<file path="src/rtl/window_filter_pkg.sv">
// Shared types and constants for the streaming 3x3 window filter.
package window_filter_pkg;

    typedef enum logic [1:0] {
        MODE_GAUSS  = 2'd0,
        MODE_MIN    = 2'd1,
        MODE_MAX    = 2'd2,
        MODE_BYPASS = 2'd3
    } mode_t;

    typedef enum logic [1:0] {
        ST_IDLE  = 2'd0,
        ST_RUN   = 2'd1,
        ST_FLUSH = 2'd2,
        ST_DONE  = 2'd3
    } state_t;

    localparam int GAUSS_SHIFT = 4;

    // Gaussian weight of a tap, taps numbered row-major 0..8 with 4 at the centre.
    function automatic logic [3:0] gauss_weight(input int tap);
        case (tap)
            0, 2, 6, 8: gauss_weight = 4'd1;
            1, 3, 5, 7: gauss_weight = 4'd2;
            4:          gauss_weight = 4'd4;
            default:    gauss_weight = 4'd0;
        endcase
    endfunction

endpackage

</file>
<file path="src/rtl/window_filter_stream_line_buffer.sv">
// Two IMG_W-deep shift line buffers feeding a 3x3 register window; everything moves on adv.
module window_line_buffer #(
    parameter int DATA_W = 8,
    parameter int IMG_W  = 64
) (
    input  logic                   clk,
    input  logic                   rst,
    input  logic                   adv,
    input  logic [DATA_W-1:0]      pixel,
    output logic [8:0][DATA_W-1:0] taps
);

    logic [IMG_W-1:0][DATA_W-1:0] lb1_r;
    logic [IMG_W-1:0][DATA_W-1:0] lb0_r;
    logic [2:0][2:0][DATA_W-1:0]  win_r;

    // Row 2 is the newest line, column 2 the newest pixel; older rows come out of the line buffers.
    always_ff @(posedge clk or posedge rst) begin
        if (rst) begin
            lb1_r <= '0;
            lb0_r <= '0;
            win_r <= '0;
        end else if (adv) begin
            lb1_r <= {lb1_r[IMG_W-2:0], pixel};
            lb0_r <= {lb0_r[IMG_W-2:0], lb1_r[IMG_W-1]};
            for (int r = 0; r < 3; r++) begin
                win_r[r][0] <= win_r[r][1];
                win_r[r][1] <= win_r[r][2];
            end
            win_r[2][2] <= pixel;
            win_r[1][2] <= lb1_r[IMG_W-1];
            win_r[0][2] <= lb0_r[IMG_W-1];
        end else begin
            lb1_r <= lb1_r;
            lb0_r <= lb0_r;
            win_r <= win_r;
        end
    end

    assign taps = win_r;

endmodule

</file>
<file path="src/rtl/window_filter_stream.sv">
// Raster-order 3x3 window filter: FSM, output-position tracking and the two-stage operator pipeline.
module window_filter_stream
    import window_filter_pkg::*;
#(
    parameter int DATA_W = 8,
    parameter int IMG_W  = 64,
    parameter int IMG_H  = 64
) (
    input  logic              clk,
    input  logic              rst,
    input  logic              start,
    input  logic [1:0]        mode,
    input  logic              in_valid,
    input  logic [DATA_W-1:0] in_pixel,
    output logic              out_valid,
    output logic [DATA_W-1:0] out_pixel,
    output logic              busy,
    output logic              done
);

    localparam int NPIX  = IMG_W * IMG_H;
    localparam int CNT_W = $clog2(NPIX + IMG_W + 2);
    localparam int ROW_W = $clog2(IMG_H);
    localparam int COL_W = $clog2(IMG_W);
    localparam int SUM_W = DATA_W + 4;
    localparam logic [CNT_W-1:0] FIRST_OUT = CNT_W'(IMG_W + 1);
    localparam logic [CNT_W-1:0] LAST_IN   = CNT_W'(NPIX - 1);
    localparam logic [CNT_W-1:0] LAST_ADV  = CNT_W'(NPIX + IMG_W);
    localparam logic [ROW_W-1:0] ROW_LAST  = ROW_W'(IMG_H - 1);
    localparam logic [COL_W-1:0] COL_LAST  = COL_W'(IMG_W - 1);

    state_t                   state_r, state_s;
    mode_t                    mode_r;
    logic [CNT_W-1:0]         adv_cnt_r;
    logic [ROW_W-1:0]         row_r;
    logic [COL_W-1:0]         col_r;
    logic                     s1_valid_r, s1_border_r;
    logic                     out_valid_r, busy_r, done_r;
    logic [DATA_W-1:0]        out_pixel_r;
    logic [8:0][DATA_W-1:0]   taps_s;
    logic                     start_ok_s, accept_s, adv_s, out_ok_s, border_s, done_s;
    logic [DATA_W-1:0]        adv_pixel_s, result_s, min_s, max_s;
    logic [SUM_W-1:0]         sum_s;

    assign start_ok_s  = (state_r == ST_IDLE) && start;
    assign accept_s    = (state_r == ST_RUN) && in_valid;
    assign adv_s       = accept_s || (state_r == ST_FLUSH);
    assign out_ok_s    = adv_s && (adv_cnt_r >= FIRST_OUT);
    assign done_s      = (state_r == ST_DONE) && !s1_valid_r;
    assign adv_pixel_s = accept_s ? in_pixel : {DATA_W{1'b0}};
    assign border_s    = (row_r == '0) || (row_r == ROW_LAST) ||
                         (col_r == '0) || (col_r == COL_LAST);

    window_line_buffer #(
        .DATA_W (DATA_W),
        .IMG_W  (IMG_W)
    ) u_line_buffer (
        .clk   (clk),
        .rst   (rst),
        .adv   (adv_s),
        .pixel (adv_pixel_s),
        .taps  (taps_s)
    );

    // Next-state logic; DONE holds until the last window has left stage 1.
    always_comb begin
        state_s = state_r;
        case (state_r)
            ST_IDLE:  if (start) state_s = ST_RUN; else state_s = state_r;
            ST_RUN:   if (accept_s && (adv_cnt_r == LAST_IN)) state_s = ST_FLUSH; else state_s = state_r;
            ST_FLUSH: if (adv_cnt_r == LAST_ADV) state_s = ST_DONE; else state_s = state_r;
            ST_DONE:  if (!s1_valid_r) state_s = ST_IDLE; else state_s = state_r;
            default:  state_s = ST_IDLE;
        endcase
    end

    // State register.
    always_ff @(posedge clk or posedge rst) begin
        if (rst) state_r <= ST_IDLE;
        else     state_r <= state_s;
    end

    // Advance counter, output row/column and the mode latched at frame start.
    always_ff @(posedge clk or posedge rst) begin
        if (rst) begin
            adv_cnt_r <= '0;
            row_r     <= '0;
            col_r     <= '0;
            mode_r    <= MODE_GAUSS;
        end else if (start_ok_s) begin
            adv_cnt_r <= '0;
            row_r     <= '0;
            col_r     <= '0;
            mode_r    <= mode_t'(mode);
        end else begin
            if (adv_s) adv_cnt_r <= adv_cnt_r + CNT_W'(1);
            else       adv_cnt_r <= adv_cnt_r;
            if (out_ok_s && (col_r == COL_LAST)) begin
                col_r <= '0;
                row_r <= row_r + ROW_W'(1);
            end else if (out_ok_s) begin
                col_r <= col_r + COL_W'(1);
                row_r <= row_r;
            end else begin
                col_r <= col_r;
                row_r <= row_r;
            end
        end
    end

    // Stage 1 flags travel alongside the window registers.
    always_ff @(posedge clk or posedge rst) begin
        if (rst) begin
            s1_valid_r  <= 1'b0;
            s1_border_r <= 1'b0;
        end else begin
            s1_valid_r  <= out_ok_s;
            s1_border_r <= out_ok_s ? border_s : s1_border_r;
        end
    end

    // Operator on the current window; border positions pass the centre through.
    always_comb begin
        sum_s = '0;
        min_s = taps_s[0];
        max_s = taps_s[0];
        for (int i = 0; i < 9; i++) begin
            sum_s = sum_s + SUM_W'(taps_s[i]) * SUM_W'(gauss_weight(i));
            if (taps_s[i] < min_s) min_s = taps_s[i]; else min_s = min_s;
            if (taps_s[i] > max_s) max_s = taps_s[i]; else max_s = max_s;
        end
        result_s = taps_s[4];
        if (s1_border_r) begin
            result_s = taps_s[4];
        end else begin
            case (mode_r)
                MODE_GAUSS:  result_s = DATA_W'(sum_s >> GAUSS_SHIFT);
                MODE_MIN:    result_s = min_s;
                MODE_MAX:    result_s = max_s;
                MODE_BYPASS: result_s = taps_s[4];
                default:     result_s = taps_s[4];
            endcase
        end
    end

    // Stage 2 result and status outputs.
    always_ff @(posedge clk or posedge rst) begin
        if (rst) begin
            out_valid_r <= 1'b0;
            out_pixel_r <= '0;
            done_r      <= 1'b0;
            busy_r      <= 1'b0;
        end else begin
            out_valid_r <= s1_valid_r;
            out_pixel_r <= s1_valid_r ? result_s : out_pixel_r;
            done_r      <= done_s;
            if (start_ok_s)  busy_r <= 1'b1;
            else if (done_s) busy_r <= 1'b0;
            else             busy_r <= busy_r;
        end
    end

    assign out_valid = out_valid_r;
    assign out_pixel = out_pixel_r;
    assign busy      = busy_r;
    assign done      = done_r;

endmodule

</file>
<file path="config.mk">
export PLATFORM = sky130hd
export DESIGN_NAME = window_filter_stream
export DESIGN_NICKNAME = d
export VERILOG_FILES = /design/src/rtl/window_filter_pkg.sv /design/src/rtl/window_filter_stream_line_buffer.sv /design/src/rtl/window_filter_stream.sv
export SDC_FILE = /design/constraint.sdc
export NUM_CORES = 2
export LEC_CHECK = 0
export BUFFER_PORTS_ARGS = -buffer_cell sky130_fd_sc_hd__buf_2
export CAP_MARGIN = 25
export CORE_MARGIN = 2
export CORE_UTILIZATION = 45
export CTS_CLUSTER_DIAMETER = 40
export DETAILED_ROUTE_END_ITERATION = 8
export PLACE_DENSITY_LB_ADDON = 0.08
export SYNTH_ARGS = -nofsm -noshare
export SYNTH_HDL_FRONTEND = slang
export SYNTH_HIERARCHICAL = 1
export SYNTH_SLANG_ARGS = --single-unit
</file>
<file path="constraint.sdc">
create_clock -name clk -period 79 [get_ports clk]
set_clock_uncertainty 0.05 [all_clocks]
set_input_delay 7.9 -clock clk [delete_from_list [all_inputs] [get_ports clk]]
set_output_delay 7.9 -clock clk [all_outputs]
set_load 0.03 [all_outputs]
</file>
Yosys cells after proc, flatten, opt, wreduce, memory -nomap -nowiden --
Cells that the tools add are included.
Storage, ports and cells: word-level logic and storage cells 237, register bits after elaboration 1090, output and inout port bits 11
Operators by class: mux-type cells 33, magnitude comparators 17, reductions and logical operators 20, add/subtract/negate cells 11, eq/ne operators 14
Operators by type and width (number):
- 8-bit two-way mux | 18
- 8-bit greater-than comparator | 8
- 8-bit less-than comparator | 8
- 8-bit case mux with 4 select lines | 1
- 6-bit two-way mux | 5
- 13-bit two-way mux | 2
- 12-bit by 8-bit adder with 12-bit output | 2
- 12-bit by 9-bit adder with 12-bit output | 2
- 13-bit by 1-bit adder with 13-bit output (second input constant) | 1
- 13-bit by 12-bit equality test with 1-bit output (second input constant) | 1
- 13-bit equality test (second input constant) | 1
- 13-bit by 7-bit greater-or-equal comparator with 1-bit output (second input constant) | 1
- 11-bit by 9-bit adder with 12-bit output | 1
- 12-bit by 10-bit adder with 12-bit output | 1
- 6-bit by 1-bit adder with 6-bit output (second input constant) | 2
- 6-bit equality test (second input constant) | 2
- 6-bit zero test | 2
- 10-bit by 8-bit adder with 11-bit output | 1
- 8-bit by 9-bit adder with 10-bit output | 1
- 2-bit equality test (second input constant) | 4
- 2-bit two-way mux | 4
- 2-bit case mux with 4 select lines | 1
- 1-bit logical AND | 6
- 2-bit nonzero test | 3
- other kinds (9) | 17

Longest topological paths before layout --
depth in word-level cells 18, mapped depth 86, mapped depth without buffers 81

Hierarchy --
The synthesis kept the hierarchy.
By module, submodules not included:
- window_line_buffer | seq. area each 26225.2 um2, area an instance 39532.9 um2, cells each 2262, instances 1
- window_filter_stream | seq. area each 1051.0 um2, area an instance 8589.5 um2, cells each 1047, instances 1

Worst setup path after synthesis --
Ideal clock, no wire load.
path type register -> register, from register u_line_buffer.win_r (netlist bit u_line_buffer/taps[1]), to register out_pixel_r[7], in the netlist out_pixel[7], stages on the path, launching flop included 76, setup slack 64.796 ns, arrival 14.027 ns, clock period less this slack 14.204 ns, cell sequence dfrtp_1 > inv_1 > ha_1 > and2b_1 > o211ai_2 > a211oi_2 > nor2_1 > mux2i_1 > ha_1 > a21o_1 > a211o_1 > o22a_1 > a22oi_1 > clkbuf_1 > nor2_1 > a21oi_1 > inv_1 > ha_1 > [40 not listed] > a22oi_1 > clkinv_1 > mux2_2 > ha_1 > o21a_1 > o21ai_0 > nand2b_1 > a21oi_1 > nor2_1 > a211oi_1 > a21oi_1 > clkbuf_1 > nand3_1 > o21ai_0 > a22o_1 > a211o_1 > o21ai_0 > a21oi_1
On the way: cells in the longest elaborated chain, start to end 18, elaborated cells between the ends (all ways) 42, those cells by class 8 x add/sub; 16 x order compare; 18 x mux
Ends and longest elaborated chain:
- start, declared | RTL line window_filter_stream_line_buffer.sv:15 | logic [2:0][2:0][DATA_W-1:0] win_r;
- start signal, assigned by index | RTL line window_filter_stream_line_buffer.sv:27 | win_r[r][0] <= win_r[r][1];
- start signal, assigned by index | RTL line window_filter_stream_line_buffer.sv:28 | win_r[r][1] <= win_r[r][2];
- start signal, assigned | RTL line window_filter_stream_line_buffer.sv:36 | win_r <= win_r;
- branches (longest 16 deep; another with 11-bit by 9-bit adder with 12-bit output)
- 8-bit case mux with 4 select lines (*) | RTL line window_filter_stream.sv:136 | case (mode_r)
- 8-bit two-way mux (*) | RTL line window_filter_stream.sv:133 | if (s1_border_r) begin
- end signal, assigned | RTL line window_filter_stream.sv:155 | out_pixel_r <= s1_valid_r ? result_s : out_pixel_r;
- end, declared | RTL line window_filter_stream.sv:39 | logic [DATA_W-1:0] out_pixel_r;
Every way passes the cells marked *. A chain may end at the register's enable or synchronous reset.

Worst setup path after layout --
from register u_line_buffer.win_r (netlist bit u_line_buffer/taps[7]), to register out_pixel_r[1], in the netlist out_pixel[1]
On the way: cells in the longest elaborated chain, start to end 18, elaborated cells between the ends (all ways) 34, those cells by class 16 x order compare; 18 x mux
Ends and longest elaborated chain (RTL line):
- 8-bit greater-than comparator / 8-bit less-than comparator (equally long branches) | window_filter_stream.sv:130, window_filter_stream.sv:129
- 8-bit two-way mux (on tied branches) | window_filter_stream.sv:130, window_filter_stream.sv:129
- 8-bit greater-than comparator / 8-bit less-than comparator (equally long branches) | window_filter_stream.sv:130, window_filter_stream.sv:129
- 8-bit two-way mux (on tied branches) | window_filter_stream.sv:130, window_filter_stream.sv:129
- 8-bit greater-than comparator / 8-bit less-than comparator (equally long branches) | window_filter_stream.sv:130, window_filter_stream.sv:129
- 8-bit two-way mux (on tied branches) | window_filter_stream.sv:130, window_filter_stream.sv:129
- 8-bit greater-than comparator / 8-bit less-than comparator (equally long branches) | window_filter_stream.sv:130, window_filter_stream.sv:129
- 8-bit two-way mux (on tied branches) | window_filter_stream.sv:130, window_filter_stream.sv:129
- [2 not listed]
- 8-bit greater-than comparator / 8-bit less-than comparator (equally long branches) | window_filter_stream.sv:130, window_filter_stream.sv:129
- 8-bit two-way mux (on tied branches) | window_filter_stream.sv:130, window_filter_stream.sv:129
- 8-bit greater-than comparator / 8-bit less-than comparator (equally long branches) | window_filter_stream.sv:130, window_filter_stream.sv:129
- 8-bit two-way mux (on tied branches) | window_filter_stream.sv:130, window_filter_stream.sv:129
- 8-bit greater-than comparator / 8-bit less-than comparator (equally long branches) | window_filter_stream.sv:130, window_filter_stream.sv:129
- 8-bit two-way mux (on tied branches) | window_filter_stream.sv:130, window_filter_stream.sv:129
- 8-bit case mux with 4 select lines (*) | window_filter_stream.sv:136
- 8-bit two-way mux (*) | window_filter_stream.sv:133
Mark *: on every way between the ends. The rest lies on a longest branch, timed or not.

==> out/metrics.cfg <==
[status]
status=complete, no violations

[route]
wirelength_mm=92.0
vias=25438
final_antenna_net_count=0
drcViolationCount=0
wl_per_cell_um=18.9
first_pass_iters=5
drt-initial-drc-count=1169
vias_per_cell=5.24

[clock_tree]
cts-resized-gates=0
post_cts_buffers=0
clockBufferDepth=3
clkTransAtPathRegs_ps=60
cts_root_buf=clkbuf_16
ctsHoldBuffers=0
cts_buffers=152
h-tree-depth=4
clk_latency_ps=730
cts.sinks=1090
cts_tree=built

[synth]
synth_top_family_by_area=multiplexers
synthMuxAreaShare=0.262
synthFlopType=dfrtp_1
syn_inst=3309
synth_warnings=6
synth_edf_count=0
synth.most_common_cell=dfrtp_1
synth_top_area_frac=0.567
synth.avg_cell_area_um2=14.5
synth_xor_area_frac=0.00455
syn_nets=3503
ys_seq_area_frac=0.567
synth_top_cells_by_area=dfrtp_1 57%, mux2_2 25%, ha_1 3.3%
yosysUniqueCellTypes=83
synth_common_cells=1,090 x dfrtp_1, 1,069 x mux2_2, 128 x ha_1
ys_ff_latch=1090
synth_top_area_cell=dfrtp_1
synthAdderAreaFrac=0.0558
synth_simple_gate_area_frac=0.0302
ys_async_sr_fraction=1.00
syn_area_um2=48100
synth_compound_area_frac=0.0378

[placement]
dp_slack_ps=62200
io_buffers=24
gp_congestion=0.865
hpwl_mm=60.9

[worst_setup_path]
worstSetupPathType=flop to flop
critical_path_depth=69
critPathBufInv=9
crit_path_top_delay_cell=a22oi_1
cp-end-kind=flop
cpPeakStageDelay_ps=750
critPathLaunchType=flop
crit_family=compound AO/OA/AOI/OAI gates
arrival_ps=17380
critPathRequiredTime_ps=79530
worst_r2r_path_depth=69
cpMostUsedCell=ha_1
crit_path_max_fanout=17

[finish]
layout.nets=3533
syn2layout_area_growth_pct=12.9
final_util=0.514
drive_above_1_share=0.414

[timing]
setup_slack_ps=62140
min_period_over_period=0.213
post-route-min-period_ps=16860
hold_viol=0
final_max_slew_viol_count=0
slew_headroom=0.315
setup_viol=0
rsz0062_at_grt=no
tns_ps=0
fmax_mhz=59.3
tightest_slew_ps=1030

[die]
die_h_um=331
ios=25
initial_utilization=0.455
rows=119
core-area_um2=106000
dieArea_um2=110000
dieWidth_um=331

[global_routing]
grt_pass1_vias=27131
track_usage=0.176
grt_max_degree=171
grt_pass1_wl_mm=153
grt_overflow=0
antenna_found_initial=4

[power_and_ir_drop]
p_per_area_nw_per_um2=27.4
power_mw=1.49
p_leak_nw=27.4
max-vdd-ir-drop_uv=23.1

[flow_run]
drv_cap=0

[hold_path]
min_path_type=flop to flop
whs_path_depth=1

==> stage by stage <==
stage / std cells / hold slack, ps / instance area, µm²
after global placement: 4569 / 433 / 48700
after detailed placement: 4569 / 436 / 48700
after CTS: 4850 / 434 / 54100
after floorplan: 3309 / 302 / 48100
final: 4858 / 439 / 54300
after global routing: 4857 / 454 / 54300
==> cells by family (layout without fill, tap and decap cells) <==
logic type	Yosys count	in the layout
AOI/OAI and AO/OA	276	276
xor gates and xnor gates	25	25
adders and majority gates	184	184
buffers and inverters	313	470
DFF	1090	1090
muxes	1124	1124
other	0	1
and+or+nand+nor	297	297
==> layout by cell type, fill, tap and decap left out, types with 8 or more instances in the layout <==
cell type,n
a21oi_1,91
inv_1,118
xnor2_1,9
buf_2,24
nor2b_1,11
clkinv_4,10
o21ai_0,50
buf_4,34
nand3_1,25
o21a_1,12
mux2_2,1069
nor3_1,18
nand4_1,21
mux2i_1,53
clkinv_2,21
inv_6,15
and3_1,17
and2_1,12
clkinvlp_4,17
nor2_1,93
or3_1,12
nand2_1,59
a21o_1,22
clkbuf_1,9
dfrtp_1,1090
bufinv_16,19
a211oi_1,8
nand2b_1,11
clkbuf_8,23
xor2_1,16
clkbuf_16,156
ha_1,128
o21ai_1,10
fa_1,52
==> worst reg2reg max path: cells and delay by family, from the launching register on <==
kind	cells	cell delay [ps]
adder cells (fa/ha/maj)	8	2510
flip-flops	1	420
buffers and inverters	9	1400
AO/OA/AOI/OAI	26	5680
AND/OR/NAND/NOR	19	4010
multiplexers	7	2620
==> flip-flops by register name, summed over array words and instances (netlist names), 2 cells and up <==
signal / flops
adv_cnt_r: 13
col_r: 6
mode_r: 2
out_pixel: 8
row_r: 6
state_r: 2
u_line_buffer/lb0_r: 496
u_line_buffer/lb1_r: 504
u_line_buffer/taps: 48
==> metal layers <==
layer	vias up	GRT usage	part of all wire
li1	11813	-	-
met1	13119	0.251	0.48
met2	344	0.272	0.46
met3	162	0.0312	0.034
met4	0	0.0602	0.027
met5	-	0	0
==> power breakdown <==
group          total, mW  switching, mW  internal [mW]
Sequential         0.634         0.0298          0.605
Clock              0.710          0.260          0.450
Combinational      0.145         0.0746         0.0702
Total               1.49          0.364           1.13
==> layout make-up <==
cell class,instances,area (µm²)
timing repair buffer,66,588
fill,8945,51400
tap,1391,1740
inverter,123,477
antenna,1,2.50
sequential,1090,27300
multi-input combinational,1906,18800
clock inverter,93,1220
clock buffer,188,4250
==> worst paths after layout <==
| check | slack [ps] | endpoint | from |
|---|---|---|---|
| max | 62140 | out_pixel[1]$_DFFE_PP0P_ | u_line_buffer/taps[7]$_DFFE_PP0P_ |
| min | 440 | u_line_buffer/lb0_r[51]$_DFFE_PP0P_ | u_line_buffer/lb0_r[43]$_DFFE_PP0P_ |
| max reg2reg | 62140 | out_pixel[1]$_DFFE_PP0P_ | u_line_buffer/taps[7]$_DFFE_PP0P_ |
| min reg2reg | 440 | u_line_buffer/lb0_r[51]$_DFFE_PP0P_ | u_line_buffer/lb0_r[43]$_DFFE_PP0P_ |
| max in group asynchronous | 67130 | u_line_buffer/lb1_r[337]$_DFFE_PP0P_ | rst |
| min in group asynchronous | 7050 | u_line_buffer/lb1_r[504]$_DFFE_PP0P_ | rst |
Power figures use the tool's default switching activity.
